### config.mk
export PLATFORM = sky130hd
export DESIGN_NAME = mc_controller
export DESIGN_NICKNAME = d
export VERILOG_FILES = /design/src/rtl/mc_controller.sv
export SDC_FILE = /design/constraint.sdc
export NUM_CORES = 1
export LEC_CHECK = 0
export ABC_CLOCK_PERIOD_IN_PS = 5700
export CAP_MARGIN = 10
export CORE_MARGIN = 4
export CORE_UTILIZATION = 35
export DETAILED_ROUTE_END_ITERATION = 7
export GPL_TIMING_DRIVEN = 0
export PLACE_DENSITY = 0.72
export SLEW_MARGIN = 20
export SYNTH_ARGS = -nofsm -noshare
export SYNTH_HDL_FRONTEND = slang
export SYNTH_SLANG_ARGS = --single-unit
### constraint.sdc
create_clock -name clk -period 5.7 [get_ports clk]
set_input_delay 1.71 -clock clk [delete_from_list [all_inputs] [get_ports clk]]
set_output_delay 1.71 -clock clk [all_outputs]
set_load 0.03 [all_outputs]
### src/rtl/mc_controller.sv
// Multi-cycle MIPS-style main controller: Moore FSM with registered control outputs,
// memory-ready handshaking, illegal-opcode pulse and a retired-instruction counter.
module mc_controller #(
    parameter bit WAIT_MEM = 1'b1
) (
    input  logic        clk,
    input  logic        reset,
    input  logic [5:0]  op,
    input  logic        zero,
    input  logic        mem_ready,
    output logic        memwrite,
    output logic        irwrite,
    output logic        regwrite,
    output logic        alusrca,
    output logic        iord,
    output logic        memtoreg,
    output logic        regdst,
    output logic        branch,
    output logic        pcwrite,
    output logic        pcen,
    output logic [1:0]  alusrcb,
    output logic [1:0]  pcsrc,
    output logic [1:0]  aluop,
    output logic        illegal,
    output logic [15:0] retired,
    output logic [3:0]  state_dbg
);

    typedef enum logic [3:0] {
        S_FETCH    = 4'd0,
        S_DECODE   = 4'd1,
        S_MEMADR   = 4'd2,
        S_MEMRD    = 4'd3,
        S_MEMWB    = 4'd4,
        S_MEMWR    = 4'd5,
        S_EXECUTE  = 4'd6,
        S_ALUWB    = 4'd7,
        S_BRANCH   = 4'd8,
        S_ADDIEXEC = 4'd9,
        S_ADDIWB   = 4'd10,
        S_JUMP     = 4'd11
    } state_t;

    typedef struct packed {
        logic       fetch;
        logic       jump;
        logic       memwrite;
        logic       regwrite;
        logic       alusrca;
        logic       iord;
        logic       memtoreg;
        logic       regdst;
        logic       branch;
        logic [1:0] alusrcb;
        logic [1:0] pcsrc;
        logic [1:0] aluop;
    } ctrl_t;

    state_t      state_q, state_d;
    ctrl_t       ctrl_q;
    logic        illegal_q, illegal_d;
    logic        retire_d;
    logic [15:0] retired_q;
    logic        ready;

    assign ready = WAIT_MEM ? mem_ready : 1'b1;

    // Control row for a state; registered from the next state so outputs track state_q.
    function automatic ctrl_t decode(state_t s);
        ctrl_t c;
        c = '0;
        case (s)
            S_FETCH:    begin c.fetch = 1'b1; c.alusrcb = 2'b01; end
            S_DECODE:   c.alusrcb = 2'b11;
            S_MEMADR,
            S_ADDIEXEC: begin c.alusrca = 1'b1; c.alusrcb = 2'b10; end
            S_MEMRD:    c.iord = 1'b1;
            S_MEMWB:    begin c.memtoreg = 1'b1; c.regwrite = 1'b1; end
            S_MEMWR:    begin c.iord = 1'b1; c.memwrite = 1'b1; end
            S_EXECUTE:  begin c.alusrca = 1'b1; c.aluop = 2'b10; end
            S_ALUWB:    begin c.regdst = 1'b1; c.regwrite = 1'b1; end
            S_ADDIWB:   c.regwrite = 1'b1;
            S_BRANCH:   begin
                c.alusrca = 1'b1;
                c.aluop   = 2'b01;
                c.pcsrc   = 2'b01;
                c.branch  = 1'b1;
            end
            S_JUMP:     begin c.pcsrc = 2'b10; c.jump = 1'b1; end
            default:    c = '0;
        endcase
        return c;
    endfunction

    always_comb begin
        state_d   = S_FETCH;
        illegal_d = 1'b0;
        retire_d  = 1'b0;
        case (state_q)
            S_FETCH:  state_d = ready ? S_DECODE : S_FETCH;
            S_DECODE: begin
                case (op)
                    6'b100011,
                    6'b101011: state_d = S_MEMADR;
                    6'b000000: state_d = S_EXECUTE;
                    6'b000100: state_d = S_BRANCH;
                    6'b001000: state_d = S_ADDIEXEC;
                    6'b000010: state_d = S_JUMP;
                    default: begin
                        state_d   = S_FETCH;
                        illegal_d = 1'b1;
                    end
                endcase
            end
            S_MEMADR:   state_d = (op == 6'b100011) ? S_MEMRD : S_MEMWR;
            S_MEMRD:    state_d = ready ? S_MEMWB : S_MEMRD;
            S_MEMWR: begin
                state_d  = ready ? S_FETCH : S_MEMWR;
                retire_d = ready;
            end
            S_EXECUTE:  state_d = S_ALUWB;
            S_ADDIEXEC: state_d = S_ADDIWB;
            S_MEMWB, S_ALUWB, S_ADDIWB, S_BRANCH, S_JUMP: begin
                state_d  = S_FETCH;
                retire_d = 1'b1;
            end
            default:    state_d = S_FETCH;
        endcase
    end

    always_ff @(posedge clk or posedge reset) begin
        if (reset) begin
            state_q   <= S_FETCH;
            ctrl_q    <= decode(S_FETCH);
            illegal_q <= 1'b0;
            retired_q <= 16'h0000;
        end else begin
            state_q   <= state_d;
            ctrl_q    <= decode(state_d);
            illegal_q <= illegal_d;
            if (retire_d) begin
                retired_q <= retired_q + 16'd1;
            end
        end
    end

    // Fetch-side writes wait for the memory and are held off while reset is asserted.
    assign irwrite   = ctrl_q.fetch & ready & ~reset;
    assign pcwrite   = irwrite | ctrl_q.jump;
    assign pcen      = pcwrite | (ctrl_q.branch & zero);
    assign memwrite  = ctrl_q.memwrite;
    assign regwrite  = ctrl_q.regwrite;
    assign alusrca   = ctrl_q.alusrca;
    assign iord      = ctrl_q.iord;
    assign memtoreg  = ctrl_q.memtoreg;
    assign regdst    = ctrl_q.regdst;
    assign branch    = ctrl_q.branch;
    assign alusrcb   = ctrl_q.alusrcb;
    assign pcsrc     = ctrl_q.pcsrc;
    assign aluop     = ctrl_q.aluop;
    assign illegal   = illegal_q;
    assign retired   = retired_q;
    assign state_dbg = state_q;

endmodule
---- Yosys cells after proc, flatten, opt, wreduce, memory -nomap -nowiden ----
Cells that the tools add are included.
cells by class
  $mul .................................... 0
  add/subtract/negate cells ............... 1
  $lt $le $gt $ge ......................... 0
  reduce and logical (&&, ||, !) cells .... 10
  shift operators ......................... 0
  multiplexer cells ....................... 21
  eq/ne operators ......................... 27
  bitwise operators ....................... 6
  div/mod/pow operators ................... 0
operators with widths
  cell                                                                   number
  4-bit by 3-bit equality test with 1-bit output, second input constant  8
  4-bit equality test, second input constant                             8
  4-bit case mux with 7 select lines                                     1
  4-bit case mux with 5 select lines                                     1
  16-bit by 1-bit adder with 16-bit output, second input constant        1
  4-bit by 2-bit equality test with 1-bit output, second input constant  4
  6-bit equality test, second input constant                             2
  1-bit two-way mux                                                      12
  3-bit two-way mux                                                      3
  4-bit by 1-bit equality test with 1-bit output, second input constant  2
  4-bit zero test                                                        2
  2-bit case mux with 2 select lines                                     2
  6-bit by 2-bit equality test with 1-bit output, second input constant  1
  6-bit by 3-bit equality test with 1-bit output, second input constant  1
  6-bit by 4-bit equality test with 1-bit output, second input constant  1
  6-bit zero test                                                        1
  2-bit case mux with 3 select lines                                     1
  2-bit OR reduction                                                     3
  6-bit OR reduction                                                     1
  5-bit OR reduction                                                     1
  4-bit OR reduction                                                     1
  1-bit bitwise AND                                                      3
  3-bit OR reduction                                                     1
  1-bit OR                                                               2
  other kinds (2)                                                        2
word-level totals
  memory bits (writable) .................. 0
  bits in latches ......................... 0
  flip-flop bits (word level) ............. 36
  ROM bits ................................ 0
  word-level logic and storage cells ...... 80
  memories ................................ 0
  output and inout bits ................... 37

---- Longest topological paths before layout ----
Gate-level depths: netlist (run 1).
  word-level depth ........................ 7
  gate-level depth with buffers ........... 7
  mapped depth without buffers ............ 6

---- Worst setup path before layout (run 1) ----
No wires, ideal clock.
  path kind ............................... input port to output port
  start point ............................. input reset
  end point ............................... output pcen
  slack ................................... 556 ps
  required time ........................... 3990 ps
  stages .................................. 4
  arrival time ............................ 3434 ps
  cell sequence ........................... inv_1 -> and3_1 -> or2_2 -> a21o_1
on the way
  cells in the longest elaborated chain, start to end .. 4
RTL lines
  element            line  source
  start, declared    7     input logic reset,
  1-bit NOT          148   assign irwrite = ctrl_q.fetch & ready & ~reset;
  1-bit bitwise AND  148
  via irwrite        12    output logic irwrite,
  1-bit OR           149   assign pcwrite = irwrite | ctrl_q.jump;
  via pcwrite        19    output logic pcwrite,
  1-bit OR           150   assign pcen = pcwrite | (ctrl_q.branch & zero);
  end, declared      20    output logic pcen,
The timed path passes the listed nets, and every way through them passes these cells.

---- Final worst setup path (run 1) ----
  start point ............................. input reset
  end point ............................... output pcen
on the way
  cells in the longest elaborated chain, start to end .. 4
RTL lines
  element            line
  1-bit NOT          148
  1-bit bitwise AND  148
  1-bit OR           149
  1-bit OR           150
No other way between the ends.

==> flow_summary.toml, run 1 <==
[cells_and_area]
drive_above_1_share = 0.1322
diodes = 0
ff_latch_area_um2 = 853.3
filler_cell_count = 487
final_cell_mix = "clkdlybuf4s50_1, dfrtp_1, nor2_1"
final_nets = 237
fin_area_mm2 = 0.002396
multi_input_area_um2 = 798.3
synthToLayoutAreaGrowth_pct = 35.53
final_common_cell = "clkdlybuf4s50_1"

[drt]
via_count = 1420
route.met2.wl_mm = 1.713
drc_errors = 0
routedWlPerCell_um = 12.66
first_pass_iters = 4
wirelength_mm = 3.722
top_layer_used = "met4"
detail-route-antenna-nets = 0
drt-met1-wl_mm = 1.708
routed_via_density = 4.830
drt-initial-drc-count = 50
met3_length_um = 244

[timing]
rsz0062_at_grt = "no"
setup_viol = 0
min_period_ps = 5410
min_period_over_period = 0.9491
slew_headroom = 0.6168
fmax_mhz = 184.8
skew_ps = 5.979
hold_viol_final = 0
drv_slew = 0
worstMarginPinSlew_ps = 566.7
finalSetupTns_ps = 0

[die]
dieArea_mm2 = 0.006252
fp-row-count = 25
start_util = 0.3670
die_w_um = 79.07
die-height_um = 79.07
io_pins = 47
core-area_mm2 = 0.004817

[synth]
synthFlopType = "dfrtp_1"
ys_seq_area_frac = 0.4827
ys_top_cells_by_area = "dfrtp_1, xor2_1, buf_4"
yosysTopAreaCell = "dfrtp_1"
yosysWarnings = 0
syn_inst = 174
avgSynthCellArea_um2 = 10.16
synth.top_cell.area_share = 0.4529
async_flop_share = 1.000
synth_edf_count = 0
synthDistinctLibCells = 49
netlist_area_mm2 = 0.001768
syn-num-nets = 185
synth_seq_cells = 34

[cts]
cts_made_buffers = 5
cts-root-buf = "clkbuf_8"
clk_pin_slew_ps = 70
ctsHtreeMaxLevel = 2
cts_buffer_depth = 2
clkLatencyLatePin_ps = 280
cts_tree = "done"
ctsHoldBuffers = 0
clkSinkCount = 34

[status]
status = "finished, final reports clean"

[placement]
dp_hpwl_mm = 2.814
postPlaceCellArea_mm2 = 0.002302
portBuffers = 45
gp_congestion = 0.8195

[global_route]
track_usage = 0.1280
grt_max_degree = 36
grt_pass1_vias = 1442
grt_first_pass_wirelength_mm = 6.368
gr-total-overflow = 0
antenna_found_initial = 0

[worst_setup_path]
worst_ep_required_time_ps = 3990
critPathLaunchType = "input pin"
crit_path_end_kind = "output port"
slowest_stage = "clkdlybuf4s50_1"
cp_data_arrival_time_ps = 3700
crit_top_cell = "clkdlybuf4s50_1"
r2r_setup_slack_ps = 3640
crit_fanout = 35
critical_path.cell_chain = "clkdlybuf4s50_1 -> inv_4 -> and3_1 -> or2_2 -> a21o_1 -> clkdlybuf4s50_1"
path_class = "input pin to output port"
slowest_delay_ps = 590

[power]
p_leak_nw = 1.101
cellPowerDensity_mw_per_mm2 = 286.1
irDropWorstVdd_uv = 109.8

[hold_path]
hp-class = "flip-flop to flip-flop"

[job]
maxCapViolations = 0
## worst max-delay path, delay by kind of cell
family	cells	cell delay, ps
AOI/OAI and AO/OA	1	170
buffers and inverters	3	1260
and+or+nand+nor	2	540
## stage by stage
stage          instances  hold WS [ps]  worst slack, ps  power (mW)  utilization
2_1_floorplan        174         648.6            556.0      0.4293            -
3_3_place_gp         286         455.5           -328.7      0.5088       0.4779
3_5_place_dp         286         456.7            88.49      0.5111       0.4779
4_1_cts              294         469.8            89.84      0.6927       0.4969
5_1_grt              294         503.3            181.5      0.7216       0.4974
6_report             294         465.5            290.2      0.6856       0.4974
## metal layers
metal,up-vias,track usage
li1,699,-
met5,-,0
met1,671,0.1607
met3,7,0.03628
met2,43,0.2104
met4,0,0.04467
## sequential cells by signal (all words and copies together) (netlist names)
| register | cells |
|---|---|
| branch | 1 |
| memtoreg | 1 |
| illegal | 1 |
| pcsrc | 1 |
| aluop | 1 |
| regwrite | 1 |
| alusrcb | 2 |
| iord | 1 |
| retired | 16 |
| ctrl_q | 2 |
| alusrca | 1 |
| regdst | 1 |
| state_dbg | 4 |
| memwrite | 1 |
## area by class of cell
class                      count  area share
tap                           67     0.03499
buffer                        14     0.03760
clock buffer                   7     0.03603
clock inverter                 1    0.002089
inverter                       7     0.01201
sequential                    34      0.3561
timing repair buffer          45      0.1880
multi-input combinational    119      0.3332
## cell usage after synthesis, types with 2 or more instances
library cell / number
nand4_1: 3
nor4_1: 2
xor2_1: 11
dfstp_2: 2
clkbuf_1: 3
buf_4: 7
and3_1: 6
o211ai_1: 2
nor3_2: 2
dfrtp_1: 32
and3b_1: 2
a31oi_1: 2
buf_2: 3
nand3_1: 5
a21oi_1: 4
nand2_1: 12
o21ai_0: 5
nor2b_1: 5
nor3b_1: 6
xnor2_1: 6
nor3_1: 6
inv_1: 7
nor2_1: 14
nand2b_1: 2
## kinds of logic (layout without fill, tap and decap cells)
group | count (synthesis) | in the layout | synth area share
and+or+nand+nor | 77 | 77 | 0.2640
DFF | 34 | 34 | 0.4827
AOI/OAI and AO/OA | 22 | 22 | 0.08422
buffers and inverters | 21 | 74 | 0.06582
xor gates and xnor gates | 17 | 17 | 0.08422
adders and majority gates | 2 | 2 | 0.01274
muxes | 1 | 1 | 0.006369
## timing repair
| item | 4_1_cts | 5_1_grt |
|---|---|---|
| endpoints found under the hold margin | 0 | 0 |
| endpoints found under the setup margin | 0 | 1 |
| buffers inserted | 0 | 0 |
| gates resized for setup | 0 | 2 |
## final timing paths
path	start	to	cells past startpoint
max in group asynchronous	reset	alusrcb[0]	2
max	reset	pcen	6
max reg2reg	state_dbg[1]	alusrcb[1]	7
min reg2reg	retired[15]	retired[15]	1
min	retired[15]	retired[15]	1
min in group asynchronous	reset	retired[14]	2
## power breakdown
| part | internal (mW) | switching, mW | total, mW |
|---|---|---|---|
| logic | 0.0937 | 0.114 | 0.208 |
| clock network | 0.0973 | 0.0834 | 0.181 |
| registers | 0.270 | 0.0270 | 0.297 |
| total | 0.461 | 0.225 | 0.686 |
Note: power is estimated with default switching activity, not from simulation.
==> run 2: changes to the inputs <==
PLACE_DENSITY = not set   (was 0.72)
SKIP_CTS_REPAIR_TIMING = 1   (was not set)
==> run 2 against run 1 <==
Net effect: register-to-register slack lost 50 ps; total power decreased by 1.5%; worst setup slack worse by 98 ps; clock-buffer cell count shrank 1; non-clock buffer count stayed put; cell area shrank 0.47%; first-iteration DRC count down 28%; global-route usage is 0.49 points higher; clock skew down 0.66 ps; utilization is 0.23 points lower.
==> flow_summary.toml, run 2 (same netlist as run 1, synthesis figures left out) <==
[status]
status = "finished, final reports clean"

[power]
cellPowerDensity_mw_per_mm2 = 283.2
total_power_mw = 0.6754
p_leak_nw = 1.098
irDropWorstVdd_uv = 126.4

[cts]
cts_buffer_depth = 2
ctsHtreeMaxLevel = 2
cts_tree = "done"
cts-root-buf = "clkbuf_8"
cts_made_buffers = 5
clk_pin_slew_ps = 60
clkSinkCount = 34
clkLatencyLatePin_ps = 280

[global_route]
grt_pass1_vias = 1421
gr-total-overflow = 0
grt_first_pass_wirelength_mm = 6.548
grt_max_degree = 36
antenna_found_initial = 0
track_usage = 0.1328

[cells_and_area]
diodes = 0
largest_reg_flops = 16
final_nets = 237
final_common_cell = "clkdlybuf4s50_1"
fin_cells = 294
drive_above_1_share = 0.1322
filler_cell_count = 484
final_cell_mix = "clkdlybuf4s50_1, dfrtp_1, nor2_1"
synthToLayoutAreaGrowth_pct = 34.89

[worst_setup_path]
crit_fanout = 35
critPathLaunchType = "input pin"
worst_ep_required_time_ps = 3990
cp_data_arrival_time_ps = 3800
path_class = "input pin to output port"
crit_path_end_kind = "output port"
crit_path_start = "reset"
r2r_start = "state_dbg[1]"

[timing]
skew_ps = 5.317
drv_slew = 0
worstMarginPinSlew_ps = 710.2
setup_viol = 0
rsz0062_at_grt = "no"
min_period_ps = 5508
min_period_over_period = 0.9663
fmax_mhz = 181.6
slew_headroom = 0.5259
hold_viol_final = 0

[die]
fp-row-count = 25
dieArea_mm2 = 0.006252
core-area_mm2 = 0.004817
io_pins = 47
start_util = 0.3670
die_w_um = 79.07
die-height_um = 79.07

[drt]
detail-route-antenna-nets = 0
drt-initial-drc-count = 36
drc_errors = 0
routed_via_density = 4.830
via_count = 1420
first_pass_iters = 4
wirelength_mm = 3.800
routedWlPerCell_um = 12.93

[hold_path]
min_from = "retired[15]"
hp-class = "flip-flop to flip-flop"

[placement]
dp_hpwl_mm = 2.837
gp_congestion = 0.7971
portBuffers = 45
placed_cells = 286

[job]
maxCapViolations = 0
==> run 2: cell count changes in the layout (fill, tap and decap cells not counted) <==
cell,before,now
clkbuf_8,6,5
inv_2,0,1
inv_4,1,0
clkinv_2,1,2
==> run 2: final timing paths <==
kind	end	slack (ps)	cells past startpoint
worst max-delay path	pcen	190	6
worst min-delay path	retired[15]	470	1
worst max register to register	ctrl_q[13]	3590	7
worst min register to register	retired[15]	470	1
max in group asynchronous	iord	3390	2
min in group asynchronous	retired[14]	1860	2
==> run 2: where the power goes <==
| part | internal [mW] | switching (mW) | total, mW |
|---|---|---|---|
| Combinational | 0.0936 | 0.115 | 0.208 |
| Sequential | 0.270 | 0.0269 | 0.297 |
| Clock | 0.0846 | 0.0857 | 0.170 |
==> run 2: final cells by class <==
class / instances / area (µm²) / share of cell area
Clock inverter: 2 / 10.01 / 0.004197
Tap cell: 67 / 83.83 / 0.03515
Multi-Input combinational cell: 119 / 798.3 / 0.3347
Timing Repair Buffer: 45 / 450.4 / 0.1889
Buffer: 14 / 90.09 / 0.03778
Clock buffer: 6 / 72.57 / 0.03043
Sequential cell: 34 / 853.3 / 0.3578
Inverter: 7 / 26.28 / 0.01102
==> run 2: per-stage QoR <==
step	setup slack, ps	hold WS [ps]	setup TNS (ps)	util	area (µm²)
after floorplan	556.0	648.6	0	-	1768
after global placement	-307.7	459.7	-683.7	0.4779	2302
after detailed placement	133.5	464.5	0	0.4779	2302
after CTS	136.1	473.2	0	0.4951	2385
after global routing	22.01	497.0	0	0.4951	2385
final	192.0	471.5	0	0.4951	2385
==> run 2: critical path, stage by stage <==
cell and delay, ps:
clkdlybuf4s50_1 470, inv_2 270, and3_1 320, or2_2 280
a21o_1 150, clkdlybuf4s50_1 590
==> run 2: layer usage <==
layer  wire length, µm  up-vias  global-route usage
met3               219        7             0.03741
li1                  -      707                   -
met4                52        0             0.04639
met2              1785       36              0.2180
met1              1743      670              0.1674
met5                 0        -                   0
